### config.mk
export PLATFORM = sky130hd
export DESIGN_NAME = uart_tx_ctrl
export DESIGN_NICKNAME = d
export VERILOG_FILES = /design/src/rtl/uart_pkg.sv /design/src/rtl/uart_tx_ctrl_baud_tick.sv /design/src/rtl/uart_tx_ctrl.sv
export SDC_FILE = /design/constraint.sdc
export NUM_CORES = 1
export LEC_CHECK = 0
export BUFFER_PORTS_ARGS = -buffer_cell sky130_fd_sc_hd__buf_2
export CAP_MARGIN = 20
export CORE_ASPECT_RATIO = 0.6
export CORE_MARGIN = 2
export CORE_UTILIZATION = 55
export DETAILED_ROUTE_END_ITERATION = 16
export PLACE_DENSITY_LB_ADDON = 0.15
export SETUP_SLACK_MARGIN = 0.1
export SLEW_MARGIN = 20
export SYNTH_ARGS = -nofsm -noshare
export SYNTH_HDL_FRONTEND = slang
export SYNTH_HIERARCHICAL = 1
export SYNTH_SLANG_ARGS = --single-unit
### constraint.sdc
create_clock -name rclk -period 5.4 [get_ports rclk]
set_input_delay 0.27 -clock rclk [delete_from_list [all_inputs] [get_ports rclk]]
set_output_delay 0.27 -clock rclk [all_outputs]
set_load 0.05 [all_outputs]
### src/rtl/uart_pkg.sv
// Shared types and constants for the UART transmit read-side sequencer.
// Latency: n/a (types only).
// Backpressure: n/a (types only).
package uart_pkg;

  // Width of the baud divisor held in the shadow configuration.
  localparam int UART_DIV_W = 16;

  localparam logic UART_IDLE_LVL  = 1'b1;
  localparam logic UART_START_LVL = 1'b0;

  typedef enum logic [2:0] {
    IDLE,
    START,
    DATA,
    PARITY,
    STOP
  } tx_state_t;

  // Frame configuration latched at each pop so mid-frame changes cannot
  // corrupt the frame on the wire.
  typedef struct packed {
    logic [UART_DIV_W-1:0] baud_div;
    logic                  parity_en;
    logic                  parity_odd;
    logic                  two_stop;
  } uart_cfg_t;

endpackage

### src/rtl/uart_tx_ctrl_baud_tick.sv
// Bit-time generator: counts 0..D-1 with D = max(div,1) and flags the last clock.
// Latency: tick is combinational from the counter; restart takes effect on the next edge.
// Backpressure: none; free-running between restarts.
// Ports: rclk/rrst clock and sync reset, restart reloads the counter to 0,
//        div clocks per bit, tick high on the last clock of each bit.
module uart_baud_tick #(
  parameter int DIV_W = 16
) (
  input  logic             rclk,
  input  logic             rrst,
  input  logic             restart,
  input  logic [DIV_W-1:0] div,
  output logic             tick
);

  logic [DIV_W-1:0] cnt_q;
  logic [DIV_W-1:0] cnt_d;
  logic [DIV_W-1:0] last_cnt;

  // A divisor of 0 behaves like 1: every clock is a full bit.
  always_comb begin
    last_cnt = (div == '0) ? '0 : div - DIV_W'(1);
  end

  assign tick = (cnt_q == last_cnt);

  // The counter never passes D-1, so it cannot wrap.
  always_comb begin
    cnt_d = cnt_q + DIV_W'(1);
    if (restart || tick) begin
      cnt_d = '0;
    end
  end

  always_ff @(posedge rclk) begin
    if (rrst) begin
      cnt_q <= '0;
    end else begin
      cnt_q <= cnt_d;
    end
  end

endmodule

### src/rtl/uart_tx_ctrl.sv
// UART transmit sequencer: pops the TX FIFO one word per frame and serialises it onto txd.
// Latency: rinc in cycle N gives the start bit on txd from cycle N+1; back-to-back frames have no gap.
// Backpressure: pops only when idle or in the last stop clock, with tx_en high and the FIFO non-empty.
// Ports: rclk/rrst clock and sync reset; tx_en, baud_div, parity_en, parity_odd,
//        two_stop frame configuration (sampled at pop); rempty/rdata/rinc FIFO read
//        port (show-ahead); txd serial line, busy frame in progress, frame_done
//        pulse on the last clock of the final stop bit.
module uart_tx_ctrl
  import uart_pkg::*;
#(
  parameter int DSIZE = 8,
  // Must not exceed UART_DIV_W; the shadow register holds UART_DIV_W bits.
  parameter int DIV_W = UART_DIV_W
) (
  input  logic             rclk,
  input  logic             rrst,
  input  logic             tx_en,
  input  logic [DIV_W-1:0] baud_div,
  input  logic             parity_en,
  input  logic             parity_odd,
  input  logic             two_stop,
  input  logic             rempty,
  input  logic [DSIZE-1:0] rdata,
  output logic             rinc,
  output logic             txd,
  output logic             busy,
  output logic             frame_done
);

  localparam int IDX_W = $clog2(DSIZE + 1);

  tx_state_t        state_q,    state_d;
  logic [DSIZE-1:0] shreg_q,    shreg_d;
  uart_cfg_t        cfg_q,      cfg_d;
  logic             par_q,      par_d;
  logic [IDX_W-1:0] bit_idx_q,  bit_idx_d;
  logic             stop_idx_q, stop_idx_d;
  logic             txd_q,      txd_d;

  logic tick;
  logic last_stop;
  logic frame_end;

  uart_baud_tick #(
    .DIV_W (DIV_W)
  ) u_baud_tick (
    .rclk    (rclk),
    .rrst    (rrst),
    .restart (rinc),
    .div     (DIV_W'(cfg_q.baud_div)),
    .tick    (tick)
  );

  // stop_idx counts 0 or 0..1; the final stop bit is the one matching two_stop.
  assign last_stop = (stop_idx_q == cfg_q.two_stop);
  assign frame_end = (state_q == STOP) && tick && last_stop;

  // State register.
  always_ff @(posedge rclk) begin
    if (rrst) begin
      state_q    <= IDLE;
      shreg_q    <= '0;
      cfg_q      <= '0;
      par_q      <= 1'b0;
      bit_idx_q  <= '0;
      stop_idx_q <= 1'b0;
      txd_q      <= UART_IDLE_LVL;
    end else begin
      state_q    <= state_d;
      shreg_q    <= shreg_d;
      cfg_q      <= cfg_d;
      par_q      <= par_d;
      bit_idx_q  <= bit_idx_d;
      stop_idx_q <= stop_idx_d;
      txd_q      <= txd_d;
    end
  end

  // Next-state logic. txd_d is the level of the bit being entered, so the
  // line changes on the same edge as the state.
  always_comb begin
    state_d    = state_q;
    shreg_d    = shreg_q;
    cfg_d      = cfg_q;
    par_d      = par_q;
    bit_idx_d  = bit_idx_q;
    stop_idx_d = stop_idx_q;
    txd_d      = txd_q;

    unique case (state_q)
      IDLE: begin
        txd_d = UART_IDLE_LVL;
      end
      START: begin
        if (tick) begin
          state_d   = DATA;
          bit_idx_d = '0;
          txd_d     = shreg_q[0];
        end
      end
      DATA: begin
        if (tick) begin
          shreg_d = shreg_q >> 1;
          if (bit_idx_q == IDX_W'(DSIZE - 1)) begin
            bit_idx_d = '0;
            if (cfg_q.parity_en) begin
              state_d = PARITY;
              txd_d   = par_q;
            end else begin
              state_d    = STOP;
              stop_idx_d = 1'b0;
              txd_d      = UART_IDLE_LVL;
            end
          end else begin
            bit_idx_d = bit_idx_q + IDX_W'(1);
            // Next bit to send is the one that lands in bit 0 after the shift.
            txd_d     = shreg_q[1];
          end
        end
      end
      PARITY: begin
        if (tick) begin
          state_d    = STOP;
          stop_idx_d = 1'b0;
          txd_d      = UART_IDLE_LVL;
        end
      end
      STOP: begin
        if (tick) begin
          if (last_stop) begin
            state_d = IDLE;
          end else begin
            stop_idx_d = 1'b1;
          end
        end
      end
      default: begin
        state_d = IDLE;
        txd_d   = UART_IDLE_LVL;
      end
    endcase

    // A pop overrides everything: from IDLE or straight out of the final
    // stop clock into the next start bit.
    if (rinc) begin
      state_d    = START;
      txd_d      = UART_START_LVL;
      shreg_d    = rdata;
      cfg_d.baud_div   = UART_DIV_W'(baud_div);
      cfg_d.parity_en  = parity_en;
      cfg_d.parity_odd = parity_odd;
      cfg_d.two_stop   = two_stop;
      // Parity is fixed by the captured word, so compute it once here.
      par_d      = (^rdata) ^ parity_odd;
      bit_idx_d  = '0;
      stop_idx_d = 1'b0;
    end
  end

  // Outputs.
  always_comb begin
    rinc       = !rrst && tx_en && !rempty && ((state_q == IDLE) || frame_end);
    frame_done = !rrst && frame_end;
    busy       = (state_q != IDLE);
    txd        = txd_q;
  end

endmodule
==> impl_metrics.yaml, run 1 <==
floorplanning:
  io_pins: 35
  die_area_um2: 6616
  die_w_um: 103.7
  dieHeight_um: 63.81
  std_cell_rows: 21
  start_util_pct: 57.78
  design.core.area_um2: 5675
setup_path:
  critPathRequiredTime_ns: 5.13
  critPathLaunchType: "flop"
  worst_ep_arrival_time_ns: 4.70
  path_max_fanout: 22
  crit_type: "flop to output port"
  endpoint_kind: "output port"
yosys:
  synth_fp_nets: 456
  synthArstFlopShare_pct: 0
  ys_ff_latch: 52
  yosysWarnings: 6
  synth_flop_cell: "dfxtp_1"
  synthCells: 422
  synth.distinct_cells: 67
  syn_area_um2: 3279
  synth.avg_cell_area_um2: 7.771
  seq_area_frac_synth_pct: 31.74
  synth-edff-count: 0
min_path:
  min_path_type: "primary input to flop"
routing:
  wire_per_inst_um: 16.42
  drc_errors: 0
  dr_total_vias: 3200
  vias_per_cell: 6.119
  drt_iter0_drc: 221
  drt_first_pass_iters: 5
  antenna_left: 0
  drt_wl_total_mm: 8.587
global_routing:
  antenna_found_initial: 0
  grtUsageTotal_pct: 26.23
  grt_pass1_wl_mm: 14.09
  grt_use_met1_pct: 42.61
  grt_util_met2_pct: 34.93
  busiest_layer: "met1"
  met3_usage_pct: 5.306
  grt_overflow_total: 0
  grt_pass1_vias: 2750
  grt_max_degree: 47
finish:
  final_common_cell: "nand2_1"
  diodes: 0
  final_util_pct: 63.21
  fin_nets: 476
  drive_gt1_share_pct: 14.22
  stdcell_area_um2: 3587
  areaGrowthSynthToFinish_pct: 9.386
  layout_common_cells: "nand2_1 (69), dfxtp_1 (52), buf_2 (34)"
  final_cells: 523
timing:
  fin_ws_ns: 0.4346
  worst_pin_slew_ns: 0.8511
  max_slew_margin_pct: 42.84
  rsz0062_at_grt: "false"
  tns_ns: 0
  fmax_mhz: 201.4
  min_period_ns: 4.965
  clock_skew_ns: 0.01372
  hold_violations: 0
  finalSetupViolations: 0
  period_share_pct: 91.95
  slew_viol_final: 0
placement:
  io_buffers: 34
  place_inst: 515
  dp_hpwl_mm: 6.401
  gp_congestion: 1.004
  dp_slack_ns: 0.6346
  place_area_um2: 3460
cts:
  clockRootBuffer: "clkbuf_8"
  clkSinkCount: 52
  clk_latency_ns: 0.32
  cts_buffers: 5
  clock_path_buffers: 2
  htree_num_levels: 2
  path_clk_slew_ns: 0.11
  cts_tree: "done"
power:
  leakagePower_nw: 1.313
  peakVddDrop_mv: 0.1261
  power_density_nw_per_um2: 260.4
run_status:
  run_status: "finished clean"
job:
  cap_viol_max_count: 0
## state kept, by name, indices dropped and copies added, names as in the netlist
name,cells
shreg_q,8
stop_idx_q,1
par_q,1
state_q,3
bit_idx_q,4
txd,1
u_baud_tick/cnt_q,16
cfg_q,18
## synth_stat cells (8+ instances only)
library cell,number,area share [%]
a21oi_1,29,4.4
o21ai_0,12,1.8
dfxtp_1,52,32
nand3_1,17,2.6
nor3_1,9,1.4
xor2_1,11,2.9
buf_2,8,1.2
nand2_1,69,7.9
or3_1,14,2.7
clkbuf_1,12,1.4
inv_1,9,1.0
nor4_1,23,4.4
nor2_1,28,3.2
xnor2_1,26,6.9
## area by class of cell
type,count,area (um2)
multi-input cells,334,2079
well taps,80,100.1
clock inverters,2,38.79
repair buffers,39,207.7
inverters,10,37.54
clock buffers,6,82.58
flip-flops and latches,52,1041
fillers,539,2088
## report_power, final
group	leakage (nW)	internal (mW)	switching, mW
logic	0.830	0.0997	0.136
registers	0.422	0.395	0.0166
clock network	0.0614	0.152	0.135
total	1.31	0.646	0.288
## worst paths after layout
path / from / endpoint / slack [ns] / cells after the start
worst max-delay path: cfg_q[3]$_SDFFE_PP0P_ / rinc / 0.43 / 13
worst min-delay path: baud_div[3] / cfg_q[6]$_SDFFE_PP0P_ / 0.18 / 3
worst max register to register: cfg_q[3]$_SDFFE_PP0P_ / bit_idx_q[3]$_SDFFE_PP0P_ / 0.68 / 14
worst min register to register: shreg_q[7]$_SDFFE_PP0P_ / shreg_q[7]$_SDFFE_PP0P_ / 0.47 / 2
## worst max-delay path, stage by stage (launching register included)
cell       delay [ns]
dfxtp_1          0.39
inv_1            0.08
ha_1             0.27
or3b_2           0.53
or4_1            0.77
a311oi_1         0.43
or3_1            0.19
o2111ai_1        0.17
a31oi_1          0.25
nor4b_2          0.32
a21bo_2          0.20
nand4_2          0.10
inv_2            0.32
buf_2            0.34
## logic make-up after synthesis
family	Yosys count	synth area share, %
fa+ha+maj	3	1.145
flops	52	31.74
buf+inv	36	5.036
compound gates	83	17.02
xor+xnor	38	10.57
simple gates	206	33.12
mux	4	1.373
## layer usage
metal / part of all wire [%] / vias up
li1: - / 1563
met1: 53 / 1486
met2: 38 / 143
met3: 8.3 / 8
met4: 0.75 / 0
met5: 0 / -
## stage by stage
step,hold WS (ns),power [mW]
5_1_grt,0.1802,0.9750
3_3_place_gp,0.4527,0.6430
4_1_cts,0.1795,0.9326
6_report,0.1785,0.9342
2_1_floorplan,0.3885,0.5893
3_5_place_dp,0.4607,0.6463
## timing repair
action	in CTS	in global routing
hold endpoints to repair	0	0
setup endpoints to repair	0	1
resized for setup	0	1
hold buffers	0	0
buffers inserted	0	0
Note: power is estimated with default switching activity, not from simulation.
==> run 2: changes to the inputs <==
--- a/config.mk
+++ b/config.mk
@@ -12,6 +12,7 @@
 export CORE_UTILIZATION = 55
 export DETAILED_ROUTE_END_ITERATION = 16
 export PLACE_DENSITY_LB_ADDON = 0.15
+export RECOVER_POWER = 25
 export SETUP_SLACK_MARGIN = 0.1
 export SLEW_MARGIN = 20
 export SYNTH_ARGS = -nofsm -noshare
==> impl_metrics.yaml, run 2 (synthesis results as in run 1) <==
routing:
  vias_per_cell: 6.050
  antenna_left: 0
  drt_first_pass_iters: 5
  drt_iter0_drc: 266
  drc_errors: 0
  dr_total_vias: 3164
  drt_wl_total_mm: 8.590
  wire_per_inst_um: 16.42
floorplanning:
  die_w_um: 103.7
  dieHeight_um: 63.81
  io_pins: 35
  start_util_pct: 57.78
  design.core.area_um2: 5675
  std_cell_rows: 21
  die_area_um2: 6616
finish:
  fin_nets: 476
  multi_input_area_um2: 2069
  layout_common_cells: "nand2_1 (69), dfxtp_1 (52), buf_2 (32)"
  final_common_cell: "nand2_1"
  fillCellCount: 543
  final_cells: 523
  largest_reg_flops: 18
  top_regs: "cfg_q (18), u_baud_tick/cnt_q (16), shreg_q (8)"
  diodes: 0
  register_area_um2: 1041
  top_register: "cfg_q"
  drive_gt1_share_pct: 13.09
  areaGrowthSynthToFinish_pct: 8.813
global_routing:
  grt_max_degree: 47
  grt_pass1_vias: 2750
  grt_pass1_wl_mm: 14.09
  grtUsageTotal_pct: 26.23
  antenna_found_initial: 0
  grt_overflow_total: 0
power:
  leakagePower_nw: 1.297
  power_density_nw_per_um2: 261.2
  peakVddDrop_mv: 0.1272
cts:
  cts_hold_buf: 0
  clock_path_buffers: 2
  clkSinkCount: 52
  cts_buffers: 5
  htree_num_levels: 2
  clockRootBuffer: "clkbuf_8"
  clk_latency_ns: 0.32
  cts_setup_buffers: 0
  cts_tree: "done"
  post_cts_resized: 0
  path_clk_slew_ns: 0.11
setup_path:
  crit_chain: "inv_1 > ha_1 > or3b_2 > or4_1 > mux2_1 > a21o_1 > a2111oi_0 > nand3_1 > nor4b_2 > a21bo_2 > nand4_1 > inv_2 > buf_2"
  critPathRequiredTime_ns: 5.13
  rr_worst_depth: 14
  endpoint_kind: "output port"
  worst_ep_arrival_time_ns: 4.74
  critPathLaunchType: "flop"
  max_stage_delay_ns: 0.77
  crit_type: "flop to output port"
  path_max_fanout: 22
  crit_slowest_cell: "or4_1"
min_path:
  min_path_cells: 3
  min_path_type: "primary input to flop"
timing:
  min_period_ns: 5.008
  max_slew_margin_pct: 41.88
  worst_pin_slew_ns: 0.8653
  hold_violations: 0
  fmax_mhz: 199.7
  finalSetupViolations: 0
  tns_ns: 0
  period_share_pct: 92.75
  rsz0062_at_grt: "false"
  clock_skew_ns: 0.01422
  slew_viol_final: 0
run_status:
  run_status: "finished clean"
placement:
  gp_congestion: 1.004
  io_buffers: 34
  place_inst: 515
  dp_hpwl_mm: 6.401
job:
  cap_viol_max_count: 0
-- run 2: changes by cell type in the layout (fill, tap and decap cells not counted) --
cell	change
mux2_4	-1
clkbuf_2	+1
nand4_2	-1
clkbuf_1	+3
mux2_1	+1
nand4_1	+1
buf_4	-2
buf_2	-2
-- run 2: power breakdown --
group	switching, mW	leakage (nW)	internal (mW)
combinational	0.136	0.815	0.0972
clock	0.136	0.0614	0.152
sequential	0.0165	0.422	0.395
total	0.288	1.30	0.644
-- run 2: layer usage --
metal / vias to the layer above / share of wire, % / global-route usage, %
met1: 1464 / 53 / 42.61
met2: 134 / 38 / 34.93
met5: - / 0 / 0
li1: 1560 / - / -
met3: 6 / 8.5 / 5.306
met4: 0 / 0.59 / 5.068
-- run 2: worst max-delay path, delay by kind of cell, from the launching register on --
family | cells | cell delay, ns
AOI/OAI and AO/OA | 3 | 0.66
adders and majority gates | 1 | 0.27
DFF | 1 | 0.39
buffers and inverters | 3 | 0.76
muxes | 1 | 0.41
and+or+nand+nor | 5 | 1.93
-- run 2: final timing paths --
check	startpoint	end	slack [ns]
worst max register to register	cfg_q[3]$_SDFFE_PP0P_	bit_idx_q[3]$_SDFFE_PP0P_	0.50
worst max-delay path	cfg_q[3]$_SDFFE_PP0P_	rinc	0.39
worst min register to register	shreg_q[7]$_SDFFE_PP0P_	shreg_q[7]$_SDFFE_PP0P_	0.48
worst min-delay path	baud_div[3]	cfg_q[6]$_SDFFE_PP0P_	0.18
-- run 2: stage by stage --
stage                     total power [mW]  hold WS, ns  utilization (%)  setup WS [ns]  cell area, um2
after floorplan                     0.5893       0.3885                -         0.7895            3279
after detailed placement            0.6463       0.4607            60.96         0.6346            3460
final                               0.9322       0.1796            62.87         0.3915            3568
after global routing                0.9719       0.1802            62.87         0.1088            3568
after CTS                           0.9326       0.1795            63.10         0.3309            3581
after global placement              0.6430       0.4527            60.96         0.7814            3460
-- run 2: area by class of cell --
| class | count | area share (%) |
|---|---|---|
| Clock inverter | 2 | 1.087 |
| Inverter | 10 | 1.052 |
| Sequential cell | 52 | 29.17 |
| Clock buffer | 6 | 2.314 |
| Tap cell | 80 | 2.805 |
| Timing Repair Buffer | 39 | 5.575 |
| Multi-Input combinational cell | 334 | 57.99 |
